File: src/rtl/sw_calc_sequencer.sv
// Mode sequencer for the stopwatch/calculator board: keypad FSM, stopwatch command,
// display source arbitration and an iterative double-dabble binary-to-BCD engine.
module sw_calc_sequencer #(
   parameter int unsigned REFRESH_CYCLES = 50000,
   parameter int unsigned CONV_BITS      = 14
) (
   input  logic        clk,
   input  logic        rst,
   input  logic        key_valid,
   input  logic [3:0]  key_code,
   input  logic [31:0] sw_count,
   input  logic [31:0] calc_result,
   input  logic        calc_neg,
   input  logic        calc_done,
   output logic [1:0]  sw_cmd,
   output logic        calc_mode,
   output logic [3:0]  digit3,
   output logic [3:0]  digit2,
   output logic [3:0]  digit1,
   output logic [3:0]  digit0,
   output logic        conv_busy
);

   localparam logic [1:0] ST_IDLE  = 2'd0;
   localparam logic [1:0] ST_RUN   = 2'd1;
   localparam logic [1:0] ST_PAUSE = 2'd2;
   localparam logic [1:0] ST_CALC  = 2'd3;

   localparam logic [1:0] CMD_RUN   = 2'd0;
   localparam logic [1:0] CMD_HOLD  = 2'd1;
   localparam logic [1:0] CMD_CLEAR = 2'd2;

   localparam logic [3:0] DIG_MINUS = 4'd10;
   localparam logic [3:0] DIG_BLANK = 4'd11;

   localparam logic [3:0] KEY_CLEAR  = 4'd10;
   localparam logic [3:0] KEY_PAUSE  = 4'd11;
   localparam logic [3:0] KEY_RESUME = 4'd12;
   localparam logic [3:0] KEY_RUN    = 4'd13;
   localparam logic [3:0] KEY_OP_A   = 4'd14;
   localparam logic [3:0] KEY_OP_B   = 4'd15;

   localparam logic [31:0] MAX_SHOW = 32'd9999;
   localparam int unsigned RW = (REFRESH_CYCLES > 1) ? $clog2(REFRESH_CYCLES) : 1;
   localparam int unsigned CW = $clog2(CONV_BITS + 1);

   // One double-dabble iteration: add 3 to every BCD nibble above 4, then shift in the next bit.
   function automatic logic [15:0] dabble_step(input logic [15:0] bcd, input logic in_bit);
      logic [15:0] adj;
      adj = bcd;
      for (int i = 0; i < 4; i++) begin
         if (adj[4*i +: 4] > 4'd4) begin
            adj[4*i +: 4] = adj[4*i +: 4] + 4'd3;
         end else begin
            adj[4*i +: 4] = adj[4*i +: 4];
         end
      end
      return {adj[14:0], in_bit};
   endfunction

   logic [1:0]           state_r;
   logic [1:0]           saved_r;
   logic [1:0]           sw_cmd_r;
   logic                 calc_mode_r;
   logic [RW-1:0]        refresh_cnt_r;
   logic                 force_load_r;
   logic                 calc_pending_r;
   logic                 calc_done_d_r;
   logic                 conv_busy_r;
   logic                 neg_r;
   logic [CONV_BITS-1:0] shift_r;
   logic [15:0]          bcd_r;
   logic [CW-1:0]        cnt_r;
   logic [3:0]           digit3_r;
   logic [3:0]           digit2_r;
   logic [3:0]           digit1_r;
   logic [3:0]           digit0_r;

   logic [1:0]           next_state_s;
   logic                 key_op_s;

   // Keypad-driven next-state decode; a state changes only on a key strobe.
   always_comb begin
      next_state_s = state_r;
      key_op_s     = (key_code == KEY_OP_A) || (key_code == KEY_OP_B);
      if (key_valid) begin
         case (state_r)
            ST_IDLE: begin
               if ((key_code == KEY_RUN) || (key_code == KEY_RESUME)) begin
                  next_state_s = ST_RUN;
               end else if (key_op_s) begin
                  next_state_s = ST_CALC;
               end else begin
                  next_state_s = state_r;
               end
            end
            ST_RUN: begin
               if (key_code == KEY_PAUSE) begin
                  next_state_s = ST_PAUSE;
               end else if (key_code == KEY_CLEAR) begin
                  next_state_s = ST_IDLE;
               end else if (key_op_s) begin
                  next_state_s = ST_CALC;
               end else begin
                  next_state_s = state_r;
               end
            end
            ST_PAUSE: begin
               if ((key_code == KEY_RESUME) || (key_code == KEY_RUN)) begin
                  next_state_s = ST_RUN;
               end else if (key_code == KEY_CLEAR) begin
                  next_state_s = ST_IDLE;
               end else if (key_op_s) begin
                  next_state_s = ST_CALC;
               end else begin
                  next_state_s = state_r;
               end
            end
            ST_CALC: begin
               if (key_code == KEY_RUN) begin
                  next_state_s = saved_r;
               end else if (key_code == KEY_CLEAR) begin
                  next_state_s = ST_IDLE;
               end else begin
                  next_state_s = state_r;
               end
            end
            default: next_state_s = ST_IDLE;
         endcase
      end else begin
         next_state_s = state_r;
      end
   end

   logic                 state_change_s;
   logic                 sw_src_s;
   logic                 enter_freeze_s;
   logic                 enter_calc_s;
   logic                 abort_s;
   logic                 calc_blank_s;
   logic                 calc_rise_s;
   logic                 wrap_s;
   logic                 sw_load_s;
   logic                 calc_load_s;
   logic                 load_s;
   logic [31:0]          load_val_s;
   logic                 load_neg_s;
   logic                 load_ovf_s;
   logic [CONV_BITS-1:0] conv_in_s;

   // Load/abort decisions; they follow the post-key state so a same-cycle key picks the source.
   always_comb begin
      state_change_s = (next_state_s != state_r);
      sw_src_s       = (next_state_s != ST_CALC);
      enter_freeze_s = state_change_s && ((next_state_s == ST_IDLE) || (next_state_s == ST_PAUSE));
      enter_calc_s   = state_change_s && (next_state_s == ST_CALC);
      abort_s        = conv_busy_r && state_change_s;
      calc_blank_s   = !sw_src_s && !calc_done;
      calc_rise_s    = calc_done && !calc_done_d_r;
      wrap_s         = (refresh_cnt_r == RW'(REFRESH_CYCLES - 1));
      sw_load_s      = sw_src_s && !conv_busy_r && (wrap_s || force_load_r);
      calc_load_s    = !sw_src_s && (state_r == ST_CALC) && calc_done && !conv_busy_r &&
                       (calc_pending_r || calc_rise_s);
      load_s         = sw_load_s || calc_load_s;
      load_neg_s     = !sw_src_s && calc_neg;
      if (sw_src_s) begin
         load_val_s = sw_count;
      end else begin
         load_val_s = calc_result;
      end
      load_ovf_s = !load_neg_s && (load_val_s > MAX_SHOW);
      // A negative result only shows its two least-significant decimal digits.
      if (load_neg_s) begin
         conv_in_s = CONV_BITS'(calc_result % 32'd100);
      end else begin
         conv_in_s = load_val_s[CONV_BITS-1:0];
      end
   end

   // FSM state, saved stopwatch mode and the registered mode outputs.
   always_ff @(posedge clk or posedge rst) begin
      if (rst) begin
         state_r     <= ST_IDLE;
         saved_r     <= ST_IDLE;
         sw_cmd_r    <= CMD_CLEAR;
         calc_mode_r <= 1'b0;
      end else begin
         state_r     <= next_state_s;
         calc_mode_r <= (next_state_s == ST_CALC);
         if (enter_calc_s) begin
            saved_r <= state_r;
         end else begin
            saved_r <= saved_r;
         end
         case (next_state_s)
            ST_IDLE:  sw_cmd_r <= CMD_CLEAR;
            ST_RUN:   sw_cmd_r <= CMD_RUN;
            ST_PAUSE: sw_cmd_r <= CMD_HOLD;
            ST_CALC:  sw_cmd_r <= sw_cmd_r;
            default:  sw_cmd_r <= CMD_CLEAR;
         endcase
      end
   end

   // Refresh timer and the pending-load flags for both display sources.
   always_ff @(posedge clk or posedge rst) begin
      if (rst) begin
         refresh_cnt_r  <= '0;
         force_load_r   <= 1'b0;
         calc_pending_r <= 1'b0;
         calc_done_d_r  <= 1'b0;
      end else begin
         if (wrap_s) begin
            refresh_cnt_r <= '0;
         end else begin
            refresh_cnt_r <= refresh_cnt_r + RW'(1);
         end
         force_load_r   <= enter_freeze_s || (force_load_r && !sw_load_s);
         calc_pending_r <= enter_calc_s || ((calc_pending_r || calc_rise_s) && !calc_load_s);
         calc_done_d_r  <= calc_done;
      end
   end

   // BCD engine: load, CONV_BITS shifts, then one cycle to publish the digits.
   always_ff @(posedge clk or posedge rst) begin
      if (rst) begin
         conv_busy_r <= 1'b0;
         neg_r       <= 1'b0;
         shift_r     <= '0;
         bcd_r       <= 16'd0;
         cnt_r       <= '0;
         digit3_r    <= DIG_BLANK;
         digit2_r    <= DIG_BLANK;
         digit1_r    <= DIG_BLANK;
         digit0_r    <= DIG_BLANK;
      end else if (calc_blank_s) begin
         conv_busy_r <= 1'b0;
         digit3_r    <= DIG_BLANK;
         digit2_r    <= DIG_BLANK;
         digit1_r    <= DIG_BLANK;
         digit0_r    <= DIG_BLANK;
      end else if (abort_s) begin
         conv_busy_r <= 1'b0;
      end else if (load_s) begin
         if (load_ovf_s) begin
            digit3_r <= DIG_MINUS;
            digit2_r <= DIG_MINUS;
            digit1_r <= DIG_MINUS;
            digit0_r <= DIG_MINUS;
         end else begin
            conv_busy_r <= 1'b1;
            neg_r       <= load_neg_s;
            shift_r     <= conv_in_s;
            bcd_r       <= 16'd0;
            cnt_r       <= '0;
         end
      end else if (conv_busy_r) begin
         if (cnt_r == CW'(CONV_BITS)) begin
            conv_busy_r <= 1'b0;
            if (neg_r) begin
               digit3_r <= DIG_BLANK;
               digit2_r <= DIG_MINUS;
            end else begin
               digit3_r <= bcd_r[15:12];
               digit2_r <= bcd_r[11:8];
            end
            digit1_r <= bcd_r[7:4];
            digit0_r <= bcd_r[3:0];
         end else begin
            bcd_r   <= dabble_step(bcd_r, shift_r[CONV_BITS-1]);
            shift_r <= shift_r << 1;
            cnt_r   <= cnt_r + CW'(1);
         end
      end else begin
         conv_busy_r <= 1'b0;
      end
   end

   assign sw_cmd    = sw_cmd_r;
   assign calc_mode = calc_mode_r;
   assign digit3    = digit3_r;
   assign digit2    = digit2_r;
   assign digit1    = digit1_r;
   assign digit0    = digit0_r;
   assign conv_busy = conv_busy_r;

endmodule

File: config.mk
export PLATFORM = sky130hd
export DESIGN_NAME = sw_calc_sequencer
export DESIGN_NICKNAME = d
export VERILOG_FILES = /design/src/rtl/sw_calc_sequencer.sv
export SDC_FILE = /design/constraint.sdc
export NUM_CORES = 1
export LEC_CHECK = 0
export CAP_MARGIN = 30
export CORE_MARGIN = 2
export CORE_UTILIZATION = 32
export CTS_BUF_LIST = sky130_fd_sc_hd__clkbuf_8
export DETAILED_ROUTE_END_ITERATION = 8
export PLACE_DENSITY = 0.54
export SETUP_SLACK_MARGIN = 0.5
export SYNTH_ARGS = -nofsm -noshare
export SYNTH_HDL_FRONTEND = slang
export SYNTH_SLANG_ARGS = --single-unit
File: constraint.sdc
create_clock -name clk -period 4 [get_ports clk]
set_input_delay 0.8 -clock clk [delete_from_list [all_inputs] [get_ports clk]]
set_output_delay 0.8 -clock clk [all_outputs]
set_load 0.01 [all_outputs]
=== Word level (Yosys, flattened, before mapping) ===
Cells that the tools add are included.

* Register bits: 78

* Add/sub/neg operators: 6
* Div/mod/pow operators: 1
* $lt $le $gt $ge: 5
* Eq/ne operators: 21
* Multiplexer cells: 58
* Bitwise gates (word level): 3
* Reductions and logical operators: 38

{| class="wikitable"
|+ Operators with widths
! kind !! count
|-
| 2-to-1 mux 4 bit || 30
|-
| 2-to-1 mux 16 bit || 5
|-
| 2-to-1 mux 14 bit || 5
|-
| greater-than comparator 32 x 14 -> 1 bit, second input constant || 1
|-
| remainder unit 32 x 7 -> 32 bit, second input constant || 1
|-
| 2-to-1 mux 32 bit || 1
|-
| equality test 4 bit, second input constant || 7
|-
| adder 16 x 1 -> 16 bit, second input constant || 1
|-
| equality test 16 bit, second input constant || 1
|-
| greater-than comparator 4 x 3 -> 1 bit, second input constant || 4
|-
| 2-to-1 mux 2 bit || 8
|-
| logical AND 1 bit || 15
|-
| adder 4 x 2 -> 4 bit, second input constant || 3
|-
| equality test 2 bit, second input constant || 4
|-
| logical OR 1 bit || 8
|-
| case mux 2 bit (4 select lines) || 1
|-
| AND reduction 4 bit || 2
|-
| zero test 1 bit || 7
|-
| 2-to-1 mux 1 bit || 6
|-
| inequality test 2 bit, second input constant || 3
|-
| case mux 2 bit (3 select lines) || 1
|-
| nonzero test 3 bit || 2
|-
| AND reduction 5 bit || 1
|-
| adder 4 x 1 -> 4 bit, second input constant || 1
|-
| other kinds (10) || 14
|}

=== Logic depth before layout (Yosys ltp) ===
* Depth after elaboration: 17
* Depth in mapped cells: 73

=== Worst setup path before layout ===
No wires, ideal clock.

* Path kind: input -> register
* Start point: input port calc_result[27]
* End point: register shift_r[4]
* Data arrival time: 16,080 ps
* Setup slack: -12,207 ps
* Stages on the path: 68
* Buffers on the path: 7
* Path through: buf_4 > buf_2 > o211a_1 > o41ai_2 > o21a_2 > o21ai_1 > a41o_1 > a2111oi_2 > nor3_1 > mux2_4 > o21a_1 > a21o_1 > or3_1 > buf_2 > and3_1 > a211o_1 > a32o_1 > o221ai_1 > [32 not listed] > or4b_4 > a21boi_4 > o31a_1 > buf_2 > nor4_2 > a21oi_1 > o21ai_2 > nand2_1 > o21ba_1 > o31a_1 > or4_1 > o311a_1 > o31a_1 > or2_1 > maj3_2 > xnor2_1 > o211ai_1 > nand3_1

* Longest elaborated chain between the ends: 5
* Elaborated cells between the ends (all ways): 9

{| class="wikitable"
|+ Ends and longest elaborated chain
! what !! line !! RTL
|-
| from (decl) || 12 || <nowiki>input logic [31:0] calc_result,</nowiki>
|-
| parallel branches: the longest is 5 deep, another holds remainder unit 32 x 7 -> 32 bit || - ||
|-
| to (signal assigned) || 253 || <nowiki>shift_r <= conv_in_s;</nowiki>
|-
| to (signal assigned) || 271 || <nowiki>shift_r <= shift_r << 1;</nowiki>
|-
| to (decl) || 71 || <nowiki>logic [CONV_BITS-1:0] shift_r;</nowiki>
|}

Parallel ways; which one is timed is not known. The select of a mux whose other input is x is not followed.
A chain may end at the register's enable or synchronous reset.

=== Worst setup path in the final report ===
* Start point: input port calc_result[28]
* End point: register shift_r[4]

The elaborated chain is that of the path after synthesis.

==> metrics.txt <==
status complete, but fails checks; violated checks negative setup slack; initial antenna violation count 0; Max Root-Sink Buffers 2; drt first pass iters 7; # nets final just over 2000; DP Wirelength roughly 28000 µm; crit end category register; Final WS setup -12060 ps; yosys synthesis warning count 0; post-synth net total 1471; TritonCTS clock tree built; clk_skew 12.8 ps; Core Area 32400 µm²; Slew Limit Fails 0; #FFs+latches synth 78; crit-path max cell delay 530 ps; vias in the first global route 13305; Sink Count 78; Die Height 185 µm; synth-to-layout area growth 77.1%; ys flop type dfrtp_1; First DRT Iteration DRCs 967; final setup fails 5; Initial Util 32.3%; critical path arrival ~16000 ps; period utilisation layout 402%; Total Routing Usage GR 22.3%; wire per inst 16.5 µm; Std-Cell Rows between 60 and 70; WP buf/inv 13; CP required 4250 ps; Yosys top cell area share ~16%; I/O Buffers between 90 and 100; Slowest cell on crit path or4b_4; Die W 185 µm; CTS root buffer clkbuf_8; mux share of post-synthesis cell area under 10%; worst min path class reg2reg; DR DRC count 0; f_max 0.0623 GHz; Clk Latency, worst-skew pair around 360 ps; Final Hold Viols 0; post-synthesis cell type count 129; Post-CTS Hold Buffers 0; CTS Buf Count 9; Die Area 34200 µm²; Post-Syn Area 10500 µm²; IO Count 93; RSZ-0062 raised after global routing yes; drt total wl about 40000 µm; min cycle time layout between 15000 and 20000 ps; critical-path maximum fanout 6; post-synthesis simple-gate area fraction 26.8%; grt ovf 0; minimum hold slack 482 ps; register area share after synthesis between 10% and 20%; leading area contributor after synthesis dfrtp_1; CP most frequent cell buf_4; Post-synth ARST share 100%; Max H-tree Level 3; Compound-Gate Fraction of Synth Area just under 40%; clk slew on worst S/H paths 80 ps; crit path launch calc_result[28]; Via density 5.57; top post-synthesis cells by area dfrtp_1 16%, nand2_1 4.8%, o21ai_0 4.4%; reg2reg start state_r[1]; n_diodes 0; via count 13610; Post-Syn Instances 1389; global-route wire length before repair roughly 64000 µm; largest family of logic cells by synthesized area compound AO/OA/AOI/OAI gates; Syn Area/Cell 7.54 µm²; # Max-Cap Violations 0; hold_sp digit2[0]; Post-synth EDFFs 0; share of cells above drive strength 1 49.0%; critical path class in2reg; GPL Wtd Cong 0.907; FILL cells 2852; fin util 57.3%; Synth Area in Adders 1.28%; Max-slew headroom 64.4%; Critical Path Source Type primary input; DRT antenna net count 0; cell family with most CP delay compound AO/OA/AOI/OAI gates; Synth Area in XOR/XNOR 5.34%; Worst-Margin Slew roughly 530 ps; largest net degree at the start of global routing 34
-- cells in the mapped netlist (7+ instances only) --
| master | count |
|---|---|
| clkbuf_1 | 49 |
| nor3_1 | 51 |
| a211o_1 | 13 |
| a21o_1 | 14 |
| o2111ai_1 | 12 |
| a211oi_1 | 18 |
| dfstp_2 | 13 |
| nand3_1 | 71 |
| xnor2_1 | 45 |
| or2_2 | 9 |
| mux2i_1 | 19 |
| o211ai_1 | 33 |
| nor3_2 | 7 |
| o31ai_1 | 24 |
| mux2_2 | 15 |
| xor2_1 | 12 |
| o21ai_0 | 92 |
| nand4_1 | 16 |
| nor2_1 | 113 |
| a31oi_1 | 28 |
| a21oi_1 | 81 |
| buf_2 | 13 |
| dfrtp_1 | 65 |
| o22ai_1 | 8 |
| o211a_1 | 7 |
| nand2b_1 | 10 |
| and3_1 | 12 |
| or3_1 | 23 |
| nor4_1 | 18 |
| inv_1 | 47 |
| ha_1 | 9 |
| nand3b_1 | 8 |
| o32ai_1 | 7 |
| and2_1 | 16 |
| or2_1 | 8 |
| a22o_1 | 10 |
| o31a_1 | 16 |
| nand2_1 | 135 |
| o221ai_1 | 7 |
| o21ai_1 | 19 |
| o21a_1 | 12 |
-- metal layers --
layer	part of all wire [%]	global-route usage (%)
met1	45	29.6
met2	50	39.3
met3	3.4	1.49
met4	1.9	5.75
met5	0	0
-- registers in the layout (all words and copies together) (netlist names) --
register,count
calc_pending_r,1
force_load_r,1
digit2,4
refresh_cnt_r,16
digit3,4
bcd_r,16
shift_r,14
calc_mode,1
sw_cmd,2
saved_r,2
cnt_r,4
neg_r,1
digit1,4
digit0,4
conv_busy,1
calc_done_d_r,1
state_r,2
-- stage by stage --
stage | std cells | cell area, µm² | worst slack [ps] | setup TNS (ps)
final | 2443 | 18500 | -12060 | -59130
after global placement | 2272 | 15200 | -12630 | -80410
after global routing | 2443 | 18500 | -12830 | -62900
after detailed placement | 2272 | 15200 | -12860 | -82960
after floorplan | 1389 | 11000 | -11840 | -57260
after CTS | 2387 | 17200 | -11770 | -57750
-- worst min-delay path: cells and delay by family (launching register included) --
family,cells,cell delay [ps]
flip-flops,1,380
AND/OR/NAND/NOR,1,60
AO/OA/AOI/OAI,1,40
-- cell type report --
cell class	count	area, µm²	share of cell area [%]
Multi-Input combinational cell	1186	9960	53.7
Clock inverter	7	36.3	0.196
Timing Repair inverter	1	11.3	0.0607
Timing Repair Buffer	670	5680	30.6
Clock buffer	9	124	0.668
Tap cell	442	553	2.98
Inverter	50	213	1.15
Sequential cell	78	1970	10.6
-- cell families (layout without fill, tap and decap cells) --
logic type	count (synthesis)	in the layout
muxes	38	38
adders and majority gates	11	11
and+or+nand+nor	542	542
buffers and inverters	125	737
AOI/OAI and AO/OA	535	535
xor gates and xnor gates	60	60
DFF	78	78
-- path summary, 6_finish.rpt --
path                                    to  slack (ps)  cells past startpoint
worst max-delay path            shift_r[4]      -12060                     73
worst min-delay path             digit2[0]         480                      2
worst max register to register    cnt_r[2]         330                     22
worst min register to register   digit2[0]         480                      2
max in group asynchronous         cnt_r[2]        2490                      3
min in group asynchronous        digit0[2]         740                      2
-- cells in the final DEF, fill, tap and decap left out, types with 13 or more instances in the layout --
master / n
a211o_1: 13
dfrtp_1: 63
a21oi_1: 64
o21ai_2: 23
o21ai_0: 56
nand2_1: 109
nor2_2: 13
a21oi_2: 15
nand3_2: 15
dfstp_2: 13
nand2_2: 18
a31oi_1: 20
nor2_1: 95
o211ai_1: 33
xnor2_1: 39
clkdlybuf4s50_1: 80
nor3_2: 16
buf_6: 42
nor3_1: 34
inv_1: 46
or3_1: 16
o21ai_1: 30
nand3_1: 54
buf_4: 515
o31a_1: 16
nand4_1: 16
-- what timing repair did --
| action | 4_1_cts | 5_1_grt |
|---|---|---|
| buffers inserted | 95 | 48 |
| cloned | 4 | 8 |
| pin swaps | 117 | 114 |
| gates resized for setup | 246 | 214 |
| endpoints found under the setup margin | 51 | 52 |
| endpoints found under the hold margin | 0 | 0 |
Power is not shown: default switching activity piles up to over one toggle a cycle in this logic, so the estimate is an artifact.
